===== src/rtl/csr_fetch_sequencer.sv =====
// CSR sparse-matrix walker: fetches row pointers, column indices, values and vector elements,
// and queues (value, vector, last) triples. Optional pointer check under `CSR_PTR_CHECK_EN`.
module csr_fetch_sequencer #(
    parameter int unsigned ADDR_W     = 32,
    parameter int unsigned DATA_W     = 32,
    parameter int unsigned FIFO_DEPTH = 4
) (
    input  logic              Clk,
    input  logic              Rst,
    input  logic              start,
    input  logic [15:0]       n_rows,
    input  logic [ADDR_W-1:0] row_base,
    input  logic [ADDR_W-1:0] col_base,
    input  logic [ADDR_W-1:0] val_base,
    input  logic [ADDR_W-1:0] vec_base,
    output logic [ADDR_W-1:0] addr_a,
    input  logic [DATA_W-1:0] data_a,
    output logic [ADDR_W-1:0] addr_b,
    input  logic [DATA_W-1:0] data_b,
    output logic              busy,
    output logic              done,
    output logic              pair_valid,
    input  logic              pair_ready,
    output logic [DATA_W-1:0] pair_val,
    output logic [DATA_W-1:0] pair_vec,
    output logic              pair_last,
    output logic              err
);
    localparam int unsigned PTR_W = (FIFO_DEPTH > 1) ? $clog2(FIFO_DEPTH) : 1;

    typedef enum logic [2:0] {
        StIdle, StRp0, StRpn, StCol, StVec, StEmpty, StDrain, StDone
    } state_e;

    state_e            state_q, state_d;
    logic [DATA_W-1:0] k_q, k_d, end_q, end_d, col_q, col_d, val_q, val_d;
    logic [15:0]       r_q, r_d, n_rows_q, n_rows_d, r_next;
    logic [ADDR_W-1:0] row_base_q, col_base_q, val_base_q, vec_base_q;
    logic              err_q, err_d, sample;

    logic [DATA_W-1:0] fifo_val [FIFO_DEPTH];
    logic [DATA_W-1:0] fifo_vec [FIFO_DEPTH];
    logic              fifo_last [FIFO_DEPTH];
    logic [PTR_W-1:0]  wr_ptr_q, rd_ptr_q;
    logic [PTR_W:0]    cnt_q;
    logic              full, pop, can_push, push, push_last, last_nz;
    logic [DATA_W-1:0] push_val, push_vec;
    state_e            row_exit;

    assign pair_valid = (cnt_q != '0);
    assign full       = (cnt_q == (PTR_W+1)'(FIFO_DEPTH));
    assign pop        = pair_valid & pair_ready;
    // A pop frees the slot in the same cycle, so a full FIFO can still accept.
    assign can_push   = ~full | pop;
    assign r_next     = r_q + 16'd1;
    assign row_exit   = (r_next == n_rows_q) ? StDrain : StRpn;
    assign last_nz    = (k_q + DATA_W'(1) == end_q);

    always_comb begin
        state_d   = state_q;
        k_d       = k_q;
        end_d     = end_q;
        col_d     = col_q;
        val_d     = val_q;
        r_d       = r_q;
        n_rows_d  = n_rows_q;
        err_d     = err_q;
        sample    = 1'b0;
        addr_a    = '0;
        addr_b    = '0;
        push      = 1'b0;
        push_val  = '0;
        push_vec  = '0;
        push_last = 1'b0;
        unique case (state_q)
            StIdle: begin
                if (start) begin
                    sample   = 1'b1;
                    n_rows_d = n_rows;
                    err_d    = 1'b0;
                    state_d  = (n_rows == 16'd0) ? StDone : StRp0;
                end
            end
            StRp0: begin
                addr_a  = row_base_q;
                k_d     = data_a;
                r_d     = 16'd0;
                state_d = StRpn;
            end
            StRpn: begin
                addr_a = row_base_q + ADDR_W'(r_q) + ADDR_W'(1);
                end_d  = data_a;
`ifdef CSR_PTR_CHECK_EN
                if (data_a < k_q) begin
                    err_d   = 1'b1;
                    state_d = StDrain;
                end else
`endif
                if (data_a <= k_q) state_d = StEmpty;
                else               state_d = StCol;
            end
            StCol: begin
                addr_a  = col_base_q + ADDR_W'(k_q);
                addr_b  = val_base_q + ADDR_W'(k_q);
                col_d   = data_a;
                val_d   = data_b;
                state_d = StVec;
            end
            StVec: begin
                addr_b = vec_base_q + ADDR_W'(col_q);
                if (can_push) begin
                    push      = 1'b1;
                    push_val  = val_q;
                    push_vec  = data_b;
                    push_last = last_nz;
                    k_d       = k_q + DATA_W'(1);
                    if (last_nz) begin
                        r_d     = r_next;
                        state_d = row_exit;
                    end else begin
                        state_d = StCol;
                    end
                end
            end
            StEmpty: begin
                if (can_push) begin
                    push      = 1'b1;
                    push_last = 1'b1;
                    r_d       = r_next;
                    state_d   = row_exit;
                end
            end
            StDrain: begin
                // Leave as soon as the last entry is being popped.
                if (cnt_q == '0 || (cnt_q == (PTR_W+1)'(1) && pop)) state_d = StDone;
            end
            StDone:  state_d = StIdle;
            default: state_d = StIdle;
        endcase
    end

    always_ff @(posedge Clk) begin
        if (Rst) begin
            state_q    <= StIdle;
            k_q        <= '0;
            end_q      <= '0;
            col_q      <= '0;
            val_q      <= '0;
            r_q        <= '0;
            n_rows_q   <= '0;
            err_q      <= 1'b0;
            row_base_q <= '0;
            col_base_q <= '0;
            val_base_q <= '0;
            vec_base_q <= '0;
            wr_ptr_q   <= '0;
            rd_ptr_q   <= '0;
            cnt_q      <= '0;
        end else begin
            state_q  <= state_d;
            k_q      <= k_d;
            end_q    <= end_d;
            col_q    <= col_d;
            val_q    <= val_d;
            r_q      <= r_d;
            n_rows_q <= n_rows_d;
            err_q    <= err_d;
            if (sample) begin
                row_base_q <= row_base;
                col_base_q <= col_base;
                val_base_q <= val_base;
                vec_base_q <= vec_base;
            end
            if (push) wr_ptr_q <= wr_ptr_q + PTR_W'(1);
            if (pop)  rd_ptr_q <= rd_ptr_q + PTR_W'(1);
            cnt_q <= cnt_q + (PTR_W+1)'(push) - (PTR_W+1)'(pop);
        end
    end

    always_ff @(posedge Clk) begin
        if (push) begin
            fifo_val[wr_ptr_q]  <= push_val;
            fifo_vec[wr_ptr_q]  <= push_vec;
            fifo_last[wr_ptr_q] <= push_last;
        end
    end

    assign pair_val  = pair_valid ? fifo_val[rd_ptr_q] : '0;
    assign pair_vec  = pair_valid ? fifo_vec[rd_ptr_q] : '0;
    assign pair_last = pair_valid & fifo_last[rd_ptr_q];
    assign busy      = (state_q != StIdle);
    assign done      = (state_q == StDone);
    assign err       = err_q;

endmodule


===== config.mk =====
export PLATFORM = sky130hd
export DESIGN_NAME = csr_fetch_sequencer
export DESIGN_NICKNAME = d
export VERILOG_FILES = /design/src/rtl/csr_fetch_sequencer.sv
export SDC_FILE = /design/constraint.sdc
export NUM_CORES = 1
export LEC_CHECK = 0
export BUFFER_PORTS_ARGS = -buffer_cell sky130_fd_sc_hd__buf_2
export CAP_MARGIN = 10
export CORE_MARGIN = 5
export CORE_UTILIZATION = 50
export CTS_CLUSTER_SIZE = 25
export DETAILED_ROUTE_END_ITERATION = 16
export HOLD_SLACK_MARGIN = 0.1
export PLACE_DENSITY = 0.7
export SLEW_MARGIN = 10
export SYNTH_ARGS = -nofsm -noshare
export SYNTH_HDL_FRONTEND = slang
export SYNTH_SLANG_ARGS = --single-unit

===== constraint.sdc =====
create_clock -name Clk -period 5.6 [get_ports Clk]
set_clock_uncertainty 0.1 [all_clocks]
set_input_delay 1.12 -clock Clk [delete_from_list [all_inputs] [get_ports Clk]]
set_output_delay 1.12 -clock Clk [all_outputs]
set_load 0.02 [all_outputs]

==> results of run 1 <==
routing by layer:
layer  wire [um]  vias up  global-route usage [%]
li1            -    12100                       -
met1       37200    12000                    33.8
met2       42700      854                    43.6
met3        5400      155                    3.71
met4        2480        6                    7.24
met5          38        -                       0
through the flow:
stage                     hold WS (ps)  setup WS, ps  TNS [ps]
after floorplan                    332          1200         0
after global placement             338           644         0
after detailed placement           344           616         0
after CTS                          352          8.05         0
after global routing               372         -84.1      -147
final                              349           115         0
flip-flops by register name, indices dropped and copies added, names as in the netlist, 4 cells and up, named ones only:
register and count:
vec_base_q 32, r_q 16, end_q 32, k_q 32
fifo_val 128, val_base_q 32, col_q 32, fifo_vec 128
col_base_q 32, val_q 32, fifo_last 4, row_base_q 32
n_rows_q 16
critical path, cell delays in order, from the launching register on:
cell	delay, ps
dfxtp_1	410
ha_1	290
a2111o_1	360
a21oi_1	260
o31ai_1	190
a2111oi_1	510
nor3_1	240
a211oi_2	290
o31ai_1	110
a2111oi_0	440
o21ai_0	270
buf_2	240
kinds of logic after synthesis:
kind of cell             share of synthesized area (%)
other                                           0.0125
XOR/XNOR                                          4.74
AND/OR/NAND/NOR                                   18.1
AO/OA/AOI/OAI                                     16.1
flip-flops                                        45.9
buffers and inverters                             3.36
adder cells (fa/ha/maj)                           6.53
multiplexers                                      5.20
synthesized netlist by cell type, types with 6 or more instances:
cell type / n / area, um^2
o32ai_1: 9 / 78.8
buf_2: 11 / 55.1
or2_2: 6 / 37.5
inv_1: 70 / 263
o211ai_1: 14 / 105
or3_1: 22 / 138
and2_1: 90 / 563
nor3_1: 48 / 240
buf_1: 18 / 67.6
nor2b_1: 15 / 93.8
o31ai_1: 9 / 67.6
and4_1: 6 / 52.6
o22ai_1: 33 / 206
edfxtp_1: 260 / 7810
nand4_1: 28 / 175
nor4_1: 23 / 144
o21a_1: 17 / 128
a31oi_1: 17 / 106
mux4_2: 65 / 1460
buf_4: 6 / 45.0
a22oi_1: 17 / 128
ha_1: 149 / 1860
xnor2_1: 98 / 858
a2111oi_0: 7 / 61.3
clkbuf_1: 152 / 571
o21bai_1: 14 / 105
a311oi_1: 9 / 78.8
nand3_1: 45 / 225
nor2_1: 145 / 544
dfxtp_1: 300 / 6010
nand2_1: 593 / 2230
a21oi_1: 402 / 2010
mux2i_1: 9 / 90.1
and3_1: 100 / 626
xor2_1: 65 / 569
a211oi_1: 23 / 173
o21ai_0: 110 / 551
o21ai_1: 11 / 55.1
nand2b_1: 24 / 150
o22a_1: 7 / 61.3
a21o_1: 57 / 428
power by group:
part / internal, uW / total (uW) / switching, uW
logic: 2040 / 5510 / 3470
registers: 4800 / 5340 / 542
clock network: 2340 / 4060 / 1710
cell type report:
| cell class | count | area, um^2 | share of cell area (%) |
|---|---|---|---|
| Multi-Input combinational cell | 2372 | 15400 | 44.5 |
| Tap cell | 782 | 978 | 2.83 |
| Clock inverter | 32 | 344 | 0.994 |
| Antenna cell | 4 | 10.0 | 0.0289 |
| Timing Repair Buffer | 393 | 2130 | 6.15 |
| Clock buffer | 81 | 1680 | 4.85 |
| Sequential cell | 560 | 13800 | 39.9 |
| Inverter | 71 | 267 | 0.770 |
final timing paths:
kind / start / to / slack (ps) / depth (start not counted)
worst max-delay path: k_q[3] / addr_a[31] / 120 / 11
worst min-delay path: val_q[25] / val_q[25] / 350 / 2
worst max register to register: k_q[12] / r_q[14] / 860 / 11
worst min register to register: val_q[25] / val_q[25] / 350 / 2
repair_timing:
| action | CTS | global route |
|---|---|---|
| pin swaps | 1 | 6 |
| setup buffers | 0 | 4 |
| endpoints found under the setup margin | 3 | 13 |
| resized for setup | 3 | 15 |
| hold buffers | 0 | 0 |
==> reports/qor.txt, run 1 <==
status = finished, final reports clean
grt total ovfl = 0
worst endpoint required time = 4380 ps
Worst Setup End Kind = output pin
Post-Syn Instances = 3,191
initial antenna violation count = 7
Pwr Density = 431 nW/um^2
Pleak = 0.0138 uW
global-route wire length before repair = 134 mm
# IOs = 345
clock-pin slew on the worst setup and hold paths = 60 ps
relative slew slack = 16.3%
final non-filler cell total = 4,295
async set or reset register ratio after synthesis = 0%
Post-DRT Antenna Nets = 0
number of global-route vias before repair = 23,800
detailed-route wire length = 87.8 mm
Design Power = 14,900 uW
Via Count = 25,100
RSZ-0062 raised after global routing = true
share of post-route cells with drive strength above 1 = 17.2%
YS warnings = 0
synthesis-stage register bit count = 560
DRT iter0 DRCs = 1,953
Slew Limit Fails = 0
Residual DRC = 0
total CTS buffers = 60
Post-DP HPWL = 61.5 mm
Max Cap Viol = 0
H-tree Lvls = 2
final hold viol count = 0
sequential-to-total area share from yosys stat = 45.9%
Root Buffer = clkbuf_16
Post-synth EDFFs = 260
CP Max Fanout = 8
Placed Cells = 4,174
Fill cells = 5,281
drt first pass iters = 6
Main synth FF type = dfxtp_1
worst skew pair latency = 660 ps
VDD IR max = 0.294 mV
Setup CP Type = reg2out
die area = 65,200 um^2
Fmax achieved = 182 MHz
worst-margin pin slew = 1260 ps
Final nets = 3,824
post-synthesis cell area = 30,100 um^2
syn_area_per_cell = 9.43 um^2
Hold Path Class = reg2reg
largest net degree at the start of global routing = 189
startpoint class of the critical path = flip-flop
final instance area = 34,600 um^2
Vias/cell = 5.84
final setup vio count = 0
Yosys cell types = 84
syn_nets = 3,557
wire per inst = 20.4 um
CTS tree = done
Clock Path Buffers = 3
Arr. time, crit path = 4260 ps
minimum clock period = 5480 ps
initial core utilization = 50.1%
row count = 90
GR Util All Layers = 25.4%
die height = 255 um
Die X-Extent = 255 um
I/O Buffers = 343
Core Area = 60,000 um^2
post-route core utilization = 57.7%
most common cell after layout, fill and taps aside = nand2_1
dpl cell area = 32,500 um^2
clock sink count = 560
most frequent cells in the layout = nand2_1 (592), a21oi_1 (398), buf_2 (341), dfxtp_1 (298), edfxtp_1 (260)
Placer Congestion = 0.921
crit share post-route = 97.9%
area grow syn2layout = 15.1%
(Power assumes the default switching activity.)
==> run 2: changes to the inputs <==
--- a/config.mk
+++ b/config.mk
@@ -11,9 +11,10 @@
 export CORE_UTILIZATION = 50
 export CTS_CLUSTER_SIZE = 25
 export DETAILED_ROUTE_END_ITERATION = 16
+export GPL_TIMING_DRIVEN = 0
 export HOLD_SLACK_MARGIN = 0.1
 export PLACE_DENSITY = 0.7
-export SLEW_MARGIN = 10
+export SLEW_MARGIN = 20
 export SYNTH_ARGS = -nofsm -noshare
 export SYNTH_HDL_FRONTEND = slang
 export SYNTH_SLANG_ARGS = --single-unit
==> run 2 against run 1 <==
Combinational power up 7.6%. Clock power down 3%. Non-clock buffer count up 141. Critical path depth up 3. Via count up 5.2%. Worst hold slack better by 0.66 ps. Die area unchanged. Sequential power down 1%. Largest cell class unchanged.
==> reports/qor.txt, run 2 (synthesis gave the netlist of run 1 again) <==
FF-to-FF End = r_q[7]
number of global-route vias before repair = 24,500 (+3.0%)
share of post-route cells with drive strength above 1 = 15.6% (-1.6 points)
CTS tree = done
Die X-Extent = 255 um (unchanged)
DRT iter0 DRCs = 2,794 (+43%)
Fmax achieved = 184 MHz (+1.1%)
worst endpoint required time = 4380 ps (about the same)
Setup CP Type = reg2out
most common cell after layout, fill and taps aside = nand2_1
Worst Setup End Kind = output pin
minimum clock period = 5430 ps (-58.4 ps)
drt first pass iters = 6 (unchanged)
clock-pin slew on the worst setup and hold paths = 60 ps (about the same)
Worst Hold Path EP = val_q[20]
initial antenna violation count = 12 (+5)
detailed-route wire length = 98.3 mm (+12%)
Arr. time, crit path = 4210 ps (-50 ps)
slowest CP cell = fa_1
GR Util All Layers = 28.4% (+3.0 points)
r2r setup slk = 500 ps (-360 ps)
Pleak = 0.0138 uW (about the same)
global-route wire length before repair = 145 mm (+8.4%)
hold buffer count at cts = 0 (unchanged)
Max Cap Viol = 0 (unchanged)
CP top delay family = compound AO/OA/AOI/OAI gates
Residual DRC = 0 (unchanged)
status = finished, final reports clean
crit-path cells = ha_1, fa_1, a21oi_1, o22ai_1, o211ai_1, a31oi_1, nor2_1, a21oi_1, a211oi_2, o21ai_1, a31oi_1, xor2_1, o22ai_1, buf_2
startpoint class of the critical path = flip-flop
most frequent cells in the layout = nand2_1 (593), a21oi_1 (400), buf_2 (352), dfxtp_1 (296), edfxtp_1 (260)
die height = 255 um (unchanged)
Via Count = 26,400 (+5.2%)
Post-DP HPWL = 74.7 mm (+22%)
CP Buf/Inv Count = 1 (unchanged)
area grow syn2layout = 16.2%
critical path's largest stage delay = 400 ps (-110 ps)
Core Area = 60,000 um^2 (unchanged)
Hold Path Class = reg2reg
Place WS = 289 ps (-328 ps)
final setup vio count = 0 (unchanged)
crit share post-route = 96.9% (-1.0 points)
Post-DRT Antenna Nets = 0 (unchanged)
worst setup margin = 174 ps (+58.4 ps)
total CTS buffers = 58 (-3.3%)
Pwr Density = 432 nW/um^2 (+0.41%)
RSZ-0062 raised after global routing = true
Slew Limit Fails = 0 (unchanged)
worst-margin pin slew = 1220 ps (-35.9 ps)
die area = 65,200 um^2 (unchanged)
Top Registers = fifo_val x128, fifo_vec x128
Hold WS = 350 ps (+0.655 ps)
worst skew pair latency = 660 ps (about the same)
Final nets = 3,963 (+3.6%)
initial core utilization = 50.1% (unchanged)
Clock Path Buffers = 3 (unchanged)
WHS Path Cells = 2 (unchanged)
grt total ovfl = 0 (unchanged)
relative slew slack = 17.9% (+1.6 points)
Root Buffer = clkbuf_16
clock sink count = 560 (unchanged)
CP Max Fanout = 9 (+1)
final hold viol count = 0 (unchanged)
Worst R2R Start = k_q[12]
Vias/cell = 5.94 (+1.8%)
wire per inst = 22.2 um (+8.3%)
# IOs = 345 (unchanged)
H-tree Lvls = 2 (unchanged)
row count = 90 (unchanged)
post-route core utilization = 58.3% (+0.56 points)
Design Power = 15,100 uW (+1.4%)
Placer Congestion = 0.987 (+7.2%)
I/O Buffers = 342 (-0.29%)
reg2reg path depth = 13 (+2)
largest net degree at the start of global routing = 46 (-76%)
VDD IR max = 0.287 mV (-2.6%)
Hold Path Origin = val_q[20]
run 2: cell count changes in the layout (fill, tap and decap cells not counted), moves of 3 or more:
cell,before,now
buf_1,0,18
nor2_1,142,145
clkinv_1,10,3
clkbuf_1,11,169
and2_2,4,0
diode_2,4,7
clkbuf_2,0,3
buf_2,341,352
and2_4,1,4
buf_4,49,7
run 2: area by class of cell:
class	count	area (um^2)
well taps	782	978
fillers	5372	25100
inverters	71	267
clock buffers	87	1650
repair buffers	347	1820
diodes	7	17.5
multi-input cells	2372	15400
plain buffers	187	742
clock inverters	23	299
flip-flops and latches	560	13800
run 2: per-layer routing:
metal  vias to the layer above  track usage, %  share of wire (%)  wire [um]
met5                         -               0              0.075         74
met4                        12            11.7                4.8       4700
met3                       234            4.59                8.3       8190
met2                      1225            46.1                 46      45500
met1                     12500            38.4                 41      39800
li1                      12400               -                  -          -
run 2: power breakdown:
part	internal (uW)	switching [uW]	leakage (uW)
clock	2240	1680	0.000937
sequential	4800	469	0.00478
combinational	2080	3850	0.00808
total	9110	6000	0.0138
run 2: through the flow:
stage               TNS, ps  cell area, um^2  cells
floorplan                 0            30100   3191
finish                    0            35000   4436
detailed placement        0            32900   4319
global placement          0            32800   4315
global route          -66.3            34900   4431
CTS                       0            34900   4429
run 2: worst max-delay path by stage:
| stage | startpoint | slack, ps | cells after the start | to |
|---|---|---|---|---|
| after floorplan | k_q[0] | 1200 | 14 | addr_a[28] |
| after global placement | pair_ready | 170 | 6 | fifo_vec[0][29] |
| after detailed placement | k_q[0] | 290 | 15 | addr_a[28] |
| after CTS | r_q[0] | 0.4 | 14 | addr_a[31] |
| after global routing | k_q[0] | -30 | 14 | addr_b[28] |
| final | k_q[0] | 170 | 14 | addr_b[28] |
run 2: worst register-to-register path, cell delays in order, from the launching register on:
cell	delay, ps
dfxtp_1	490
buf_2	270
nand3_1	140
nor3_1	510
nand4_1	360
nor4_1	690
o311ai_1	200
or4_4	460
nor4_2	680
o22ai_1	320
clkbuf_1	310
o21a_1	240
a31oi_1	150
nor2_1	60
run 2: timing repair:
action                                  in CTS  in global routing
buffers inserted                             0                  1
cloned                                       0                  0
endpoints found under the setup margin       9                 19
endpoints found under the hold margin        0                  0
pin swaps                                    2                  3
resized for setup                           13                 20
